**src/rtl/mul_arbiter.sv**
```systemverilog
// Sequencing front-end that lets two requesters share one Booth multiplier.
// It arbitrates round-robin, runs one multiply at a time and aborts a stuck multiply with a watchdog.
module mul_arbiter #(
    parameter int SIZE    = 4,
    parameter int TIMEOUT = 16
) (
    input  logic                clk,
    input  logic                reset,
    input  logic                req0,
    input  logic                req1,
    input  logic [SIZE-1:0]     a0,
    input  logic [SIZE-1:0]     b0,
    input  logic [SIZE-1:0]     a1,
    input  logic [SIZE-1:0]     b1,
    output logic                done0,
    output logic                done1,
    output logic                err,
    output logic [2*SIZE-1:0]   result,
    output logic                busy,
    output logic                owner,
    output logic [SIZE-1:0]     mul_a,
    output logic [SIZE-1:0]     mul_b,
    output logic                mul_start,
    input  logic [2*SIZE-1:0]   mul_result,
    input  logic                mul_fin
);

    localparam int CNT_W = $clog2(TIMEOUT + 1);
    localparam logic [CNT_W-1:0] TIMEOUT_CNT = CNT_W'(TIMEOUT);

    typedef enum logic [1:0] {
        IDLE,
        START,
        WAIT,
        DONE
    } state_t;

    state_t              state;
    state_t              state_next;
    logic [CNT_W-1:0]    count;
    logic [CNT_W-1:0]    count_next;
    logic [CNT_W-1:0]    count_inc;
    logic [SIZE-1:0]     mul_a_next;
    logic [SIZE-1:0]     mul_b_next;
    logic                owner_next;
    logic                err_next;
    logic [2*SIZE-1:0]   result_next;
    logic                grant0;
    logic                grant1;

    // On a tie the requester that did not win last time gets the grant.
    assign grant0    = req0 && (!req1 || owner);
    assign grant1    = req1 && !grant0;
    assign count_inc = count + CNT_W'(1);

    always_comb begin
        state_next  = state;
        count_next  = count;
        mul_a_next  = mul_a;
        mul_b_next  = mul_b;
        owner_next  = owner;
        err_next    = err;
        result_next = result;

        case (state)
            IDLE: begin
                if (grant0) begin
                    mul_a_next = a0;
                    mul_b_next = b0;
                    owner_next = 1'b0;
                    state_next = START;
                end else if (grant1) begin
                    mul_a_next = a1;
                    mul_b_next = b1;
                    owner_next = 1'b1;
                    state_next = START;
                end
            end
            START: begin
                count_next = '0;
                state_next = WAIT;
            end
            WAIT: begin
                // A completion in the last allowed cycle still counts as success.
                if (mul_fin) begin
                    result_next = mul_result;
                    err_next    = 1'b0;
                    state_next  = DONE;
                end else if (count_inc == TIMEOUT_CNT) begin
                    result_next = '0;
                    err_next    = 1'b1;
                    count_next  = count_inc;
                    state_next  = DONE;
                end else begin
                    count_next = count_inc;
                end
            end
            DONE: begin
                state_next = IDLE;
            end
            default: begin
                state_next = IDLE;
            end
        endcase
    end

    always_ff @(posedge clk) begin
        if (!reset) begin
            state  <= IDLE;
            count  <= '0;
            mul_a  <= '0;
            mul_b  <= '0;
            owner  <= 1'b1;
            err    <= 1'b0;
            result <= '0;
        end else begin
            state  <= state_next;
            count  <= count_next;
            mul_a  <= mul_a_next;
            mul_b  <= mul_b_next;
            owner  <= owner_next;
            err    <= err_next;
            result <= result_next;
        end
    end

    assign mul_start = (state == START);
    assign busy      = (state != IDLE);
    assign done0     = (state == DONE) && !owner;
    assign done1     = (state == DONE) && owner;

endmodule

```
**config.mk**
```make
export PLATFORM = sky130hd
export DESIGN_NAME = mul_arbiter
export DESIGN_NICKNAME = d
export VERILOG_FILES = /design/src/rtl/mul_arbiter.sv
export SDC_FILE = /design/constraint.sdc
export NUM_CORES = 1
export LEC_CHECK = 0
export CAP_MARGIN = 20
export CELL_PAD_IN_SITES_DETAIL_PLACEMENT = 0
export CELL_PAD_IN_SITES_GLOBAL_PLACEMENT = 1
export CORE_UTILIZATION = 42
export CTS_BUF_LIST = sky130_fd_sc_hd__clkbuf_2
export CTS_CLUSTER_SIZE = 28
export DETAILED_ROUTE_END_ITERATION = 8
export DONT_BUFFER_PORTS = 1
export GPL_TIMING_DRIVEN = 1
export PLACE_DENSITY_LB_ADDON = 0.12
export REMOVE_ABC_BUFFERS = 1
export SYNTH_ARGS = -nofsm -noshare
export SYNTH_HDL_FRONTEND = slang
export SYNTH_SLANG_ARGS = --single-unit
```
**constraint.sdc**
```tcl
create_clock -name clk -period 1.8 [get_ports clk]
set_input_delay 0.27 -clock clk [delete_from_list [all_inputs] [get_ports clk]]
set_output_delay 0.27 -clock clk [all_outputs]
set_load 0.005 [all_outputs]
```
==> flow_metrics.env, run 1 <==
export IMPL_relSlewSlack=0.761
export IMPL_top_layer="met4"
export IMPL_dpl_cell_area_um2=1420
export IMPL_hold_buffers=1
export IMPL_ys_types=34
export IMPL_hpwl_um=1990
export IMPL_clock_fmax_ghz=0.609
export IMPL_cts_tree="yes"
export IMPL_cp_slowest_cell="dfxtp_1"
export IMPL_hold_depth=2
export IMPL_required_ps=2080
export IMPL_drv_slew=0
export IMPL_cap_viol_max_count=0
export IMPL_layout_nets=183
export IMPL_reg2reg_depth=6
export IMPL_regArea_um2=500
export IMPL_hold_viol_final=0
export IMPL_path_cells="inv_1 -> ha_1 -> nor2b_1 -> a22o_1 -> a21oi_2 -> o221a_2"
export IMPL_cp_start_kind="flip-flop"
export IMPL_yosysWarnings=0
export IMPL_worstSetupPathType="flip-flop to flip-flop"
export IMPL_fin_area_um2=1530
export IMPL_grt_pass1_vias=889
export IMPL_syn_avg_cell_area_um2=10.1
export IMPL_viasPerCell=5.45
export IMPL_ys_seq_elements=25
export IMPL_met2WireLength_um=1340
export IMPL_drc=0
export IMPL_synth_cells=137
export IMPL_grt_start_max_net_pins=19
export IMPL_grt_pass1_wl_um=4120
export IMPL_synth_compound_area_frac=0.300
export IMPL_powerDensity_nw_per_um2=1060
export IMPL_synth_top_family_by_area="compound AO/OA/AOI/OAI gates"
export IMPL_dieWidth_um=59.3
export IMPL_synth_area_leaders="dfxtp_1 (36%), a311oi_2 (8.7%), a211oi_2 (7.3%)"
export IMPL_yosys_area_share_simple=0.176
export IMPL_drive_above_1_share=0.291
export IMPL_antenna_cells=0
export IMPL_core_area_um2=3080
export IMPL_skew_ps=20.3
export IMPL_grt_antenna_before_repair=0
export IMPL_dr_wl_met3_um=175
export IMPL_met1_length_um=1230
export IMPL_first_iter_violations=36
export IMPL_run_status="finished clean"
export IMPL_p_leak_nw=0.555
export IMPL_synthTopCellsByCount="dfxtp_1 (25), a21oi_1 (14), mux2i_1 (9)"
export IMPL_crit_fanout=6
export IMPL_wirelength_um=2780
export IMPL_ys_seq_area_frac=0.363
export IMPL_die_area_um2=3520
export IMPL_cts_setup_buffers=0
export IMPL_die_h_um=59.3
export IMPL_rsz0062_at_grt="false"
export IMPL_row_count=20
export IMPL_clk_pin_slew_worst_paths_ps=240
export IMPL_wl_per_cell_um=14.5
export IMPL_max_stage_delay_ps=400
export IMPL_hold_class="input pin to flip-flop"
export IMPL_htreeDepth=1
export IMPL_synth_async_reset_ratio=0
export IMPL_first_pass_iters=4
export IMPL_tightest_slew_ps=357
export IMPL_antenna_left=0
export IMPL_cts_sinks=25
export IMPL_grt_overflow_total=0
export IMPL_cts_repair_resize_count=0
export IMPL_setup_viol=0
export IMPL_multiInputGateArea_um2=810
export IMPL_synth_cell_area_um2=1380
export IMPL_synth_top_area_frac=0.363
export IMPL_min_period_over_period=0.912
export IMPL_fin_crit_ps=1640
export IMPL_io_buffers=0
export IMPL_globalplace_congestion=0.726
export IMPL_crit_arrival_ps=1920
export IMPL_synth_xor_area_frac=0
export IMPL_via_count=1047
export IMPL_ys_flop_type="dfxtp_1"
export IMPL_crit_path_end_kind="flip-flop"
export IMPL_cts_made_buffers=3
export IMPL_cts_root_buf="clkbuf_2"
export IMPL_insertion_delay_ps=370
export IMPL_synth_edf_count=0
export IMPL_start_util=0.448
export IMPL_synth_most_common_cell="dfxtp_1"
export IMPL_ir_drop_mv=0.309
export IMPL_muxShareOfSynthArea=0.0653
export IMPL_final_util=0.498
export IMPL_fillers=305
export IMPL_p_total_mw=1.63
export IMPL_track_usage=0.157
export IMPL_areaGrowthSynthToFinish_pct=11.2
export IMPL_synth_area_leader_cell="dfxtp_1"
export IMPL_io_pins=51
export IMPL_synthAdderAreaFrac=0.0453
export IMPL_clock_path_buffers=2
## stage by stage
stage | hold WS, ps | setup WS (ps) | TNS, ps | cells
3_5_place_dp | 352 | 185 | 0 | 179
3_3_place_gp | 350 | 302 | 0 | 179
5_1_grt | 19.4 | 42.6 | 0 | 192
4_1_cts | 10.7 | 156 | 0 | 184
2_1_floorplan | 346 | -174 | -1490 | 130
6_report | 66.3 | 158 | 0 | 192
## kinds of logic after synthesis
group,after synthesis
AOI/OAI and AO/OA,43
and+or+nand+nor,43
muxes,9
adders and majority gates,5
DFF,25
buffers and inverters,12
## state kept, by name, indices dropped and copies added (netlist names)
name and flops:
state 2, result 8, err 1, count 5, mul_b 4, mul_a 4, owner 1
## final cells by class
class / count / share of cell area
Clock buffer: 3 / 0.00979
Sequential cell: 25 / 0.326
Tap cell: 44 / 0.0359
Clock inverter: 1 / 0.00489
Multi-Input combinational cell: 100 / 0.528
Inverter: 5 / 0.0122
Timing Repair Buffer: 14 / 0.0832
## power breakdown
part | switching, mW | total (mW) | internal (mW)
Combinational | 0.368 | 0.640 | 0.273
Clock | 0.184 | 0.236 | 0.0515
Sequential | 0.0921 | 0.749 | 0.657
## placed cells by master, fill, tap and decap left out, types with 5 or more instances in the layout
| master | count |
|---|---|
| a211oi_2 | 8 |
| a21oi_1 | 14 |
| a311oi_2 | 8 |
| buf_4 | 5 |
| dfxtp_1 | 25 |
| dlygate4sd3_1 | 9 |
| ha_1 | 5 |
| mux2i_1 | 9 |
| nand2_1 | 7 |
| nand2_2 | 7 |
| nor2_1 | 8 |
| nor2b_1 | 6 |
| o21ai_0 | 5 |
## layer usage
metal | GRT usage | vias up
met3 | 0.0349 | 4
met5 | 0 | -
met1 | 0.199 | 488
met2 | 0.258 | 34
met4 | 0.0612 | 0
li1 | - | 521
## worst max-delay path: cells and delay by family, from the launching register on
kind	cells	cell delay [ps]
AOI/OAI and AO/OA	3	510
and+or+nand+nor	1	320
DFF	1	400
buffers and inverters	1	90
adders and majority gates	1	260
## final timing paths
path                          from                    end  slack [ps]
max reg2reg  state[0]$_SDFFE_PN0P_  state[0]$_SDFFE_PN0P_         160
min reg2reg  state[1]$_SDFFE_PN0P_  state[1]$_SDFFE_PN0P_         520
max          state[0]$_SDFFE_PN0P_  state[0]$_SDFFE_PN0P_         160
min                        mul_fin       err$_SDFFE_PN0P_          70
Power figures use the tool's default switching activity.
==> inputs of run 2 (changes only) <==
==> constraint.sdc (replaced) <==
create_clock -name clk -period 1.8 [get_ports clk]
set_input_delay 0.45 -clock clk [delete_from_list [all_inputs] [get_ports clk]]
set_output_delay 0.45 -clock clk [all_outputs]
set_load 0.005 [all_outputs]
==> run 2 against run 1 <==
Against the previous run: register-to-register slack about the same; critical path depth decreased by 3; sequential cell count unchanged; hold slack improved by 83 ps; worst setup slack got worse by 27 ps; non-clock buffer count decreased by 8; routed wire length decreased by 3.3%; final cell count decreased by 4.2%; final area decreased by 5.3%; critical path type is now flip-flop to output pin; critical endpoint is now busy.
==> flow_metrics.env, run 2 (synthesis gave the netlist of run 1 again) <==
export IMPL_grt_start_max_net_pins=19
export IMPL_mostFrequentLayoutCell="dfxtp_1"
export IMPL_required_ps=1350
export IMPL_htreeDepth=1
export IMPL_setup_viol=0
export IMPL_worstSetupPathType="flip-flop to output pin"
export IMPL_min_period_over_period=0.927
export IMPL_cts_made_buffers=3
export IMPL_top_register="result"
export IMPL_fillers=304
export IMPL_tightest_slew_ps=359
export IMPL_top_regs="result: 8 flops, count: 5 flops"
export IMPL_hold_buffers=0
export IMPL_holdWs_ps=149
export IMPL_die_area_um2=3520
export IMPL_fin_area_um2=1450
export IMPL_hp_start="reset"
export IMPL_wl_per_cell_um=14.6
export IMPL_hpwl_um=1990
export IMPL_layout_nets=175
export IMPL_globalplace_congestion=0.722
export IMPL_rsz0062_at_grt="false"
export IMPL_drc=0
export IMPL_drv_slew=0
export IMPL_cts_setup_buffers=0
export IMPL_run_status="finished clean"
export IMPL_areaGrowthSynthToFinish_pct=5.26
export IMPL_core_area_um2=3080
export IMPL_setup_slack_ps=131
export IMPL_final_util=0.472
export IMPL_io_buffers=0
export IMPL_die_h_um=59.3
export IMPL_met1_length_um=1210
export IMPL_clock_path_buffers=2
export IMPL_hold_viol_final=0
export IMPL_cts_sinks=25
export IMPL_pre_cts_slack_ps=187
export IMPL_drive_above_1_share=0.321
export IMPL_dp_cells=180
export IMPL_viasPerCell=5.52
export IMPL_grt_pass1_vias=913
export IMPL_top_layer="met4"
export IMPL_ir_drop_mv=0.294
export IMPL_final_cells=184
export IMPL_cap_viol_max_count=0
export IMPL_first_iter_violations=28
export IMPL_clock_fmax_ghz=0.599
export IMPL_io_pins=51
export IMPL_dieWidth_um=59.3
export IMPL_regArea_um2=502
export IMPL_dpl_cell_area_um2=1430
export IMPL_multiInputGateArea_um2=810
export IMPL_grt_pass1_wl_um=4110
export IMPL_final_cell_mix="dfxtp_1 (24), a21oi_1 (14), mux2i_1 (9)"
export IMPL_crit_fanout=5
export IMPL_start_util=0.448
export IMPL_clk_pin_slew_worst_paths_ps=240
export IMPL_cts_tree="yes"
export IMPL_grt_antenna_before_repair=0
export IMPL_powerDensity_nw_per_um2=1110
export IMPL_skew_ps=13.1
export IMPL_via_count=1015
export IMPL_cts_repair_resize_count=0
export IMPL_worstReg2RegStart="state[0]$_SDFFE_PN0P_"
export IMPL_cts_root_buf="clkbuf_2"
export IMPL_row_count=20
export IMPL_antenna_cells=0
export IMPL_largest_reg_flops=8
export IMPL_hold_class="input pin to flip-flop"
export IMPL_track_usage=0.156
export IMPL_grt_overflow_total=0
export IMPL_fin_crit_ps=1670
export IMPL_cp_start_kind="flip-flop"
export IMPL_insertion_delay_ps=370
export IMPL_wirelength_um=2690
export IMPL_relSlewSlack=0.760
export IMPL_crit_arrival_ps=1220
export IMPL_dr_wl_met3_um=192
export IMPL_first_pass_iters=4
export IMPL_cp_startpoint="state[1]$_SDFFE_PN0P_"
export IMPL_crit_path_end_kind="output pin"
export IMPL_met2WireLength_um=1260
export IMPL_antenna_left=0
export IMPL_p_leak_nw=0.522
==> run 2: metal layers <==
metal	vias up	global-route usage
li1	508	-
met1	464	0.201
met2	39	0.250
met3	4	0.0393
met4	0	0.0612
met5	-	0
==> run 2: worst paths after layout <==
kind | end | slack, ps | cells past startpoint
max | busy | 130 | 3
min | owner$_SDFFE_PN1P_ | 150 | 1
max reg2reg | state[0]$_SDFFE_PN0P_ | 160 | 6
min reg2reg | state[1]$_SDFFE_PN0P_ | 530 | 2
==> run 2: critical path, stage by stage (launching register included) <==
cell and delay [ps]:
dfxtp_1 440, inv_1 80, ha_1 250, inv_2 100
==> run 2: per-stage QoR <==
stage / TNS [ps] / power, mW
floorplan: -1490 / 1.23
global placement: 0 / 1.37
finish: 0 / 1.61
global route: 0 / 1.73
CTS: 0 / 1.62
detailed placement: 0 / 1.39
==> run 2: layout make-up <==
class | count | share of cell area
repair buffers | 6 | 0.0310
multi-input cells | 100 | 0.557
flip-flops and latches | 25 | 0.345
clock buffers | 3 | 0.0103
clock inverters | 1 | 0.00517
well taps | 44 | 0.0379
inverters | 5 | 0.0129
==> run 2: report_power, final <==
part / leakage, nW / internal (mW) / total (mW) / switching [mW]
combinational: 0.305 / 0.260 / 0.622 / 0.362
sequential: 0.205 / 0.659 / 0.750 / 0.0912
clock: 0.0126 / 0.0515 / 0.235 / 0.183
==> inputs of run 3 (changes only) <==
GPL_ROUTABILITY_DRIVEN = 0   (was default)
==> results of run 3 <==
Same layout as run 2: the final DEF is identical, and so are final timing and power.
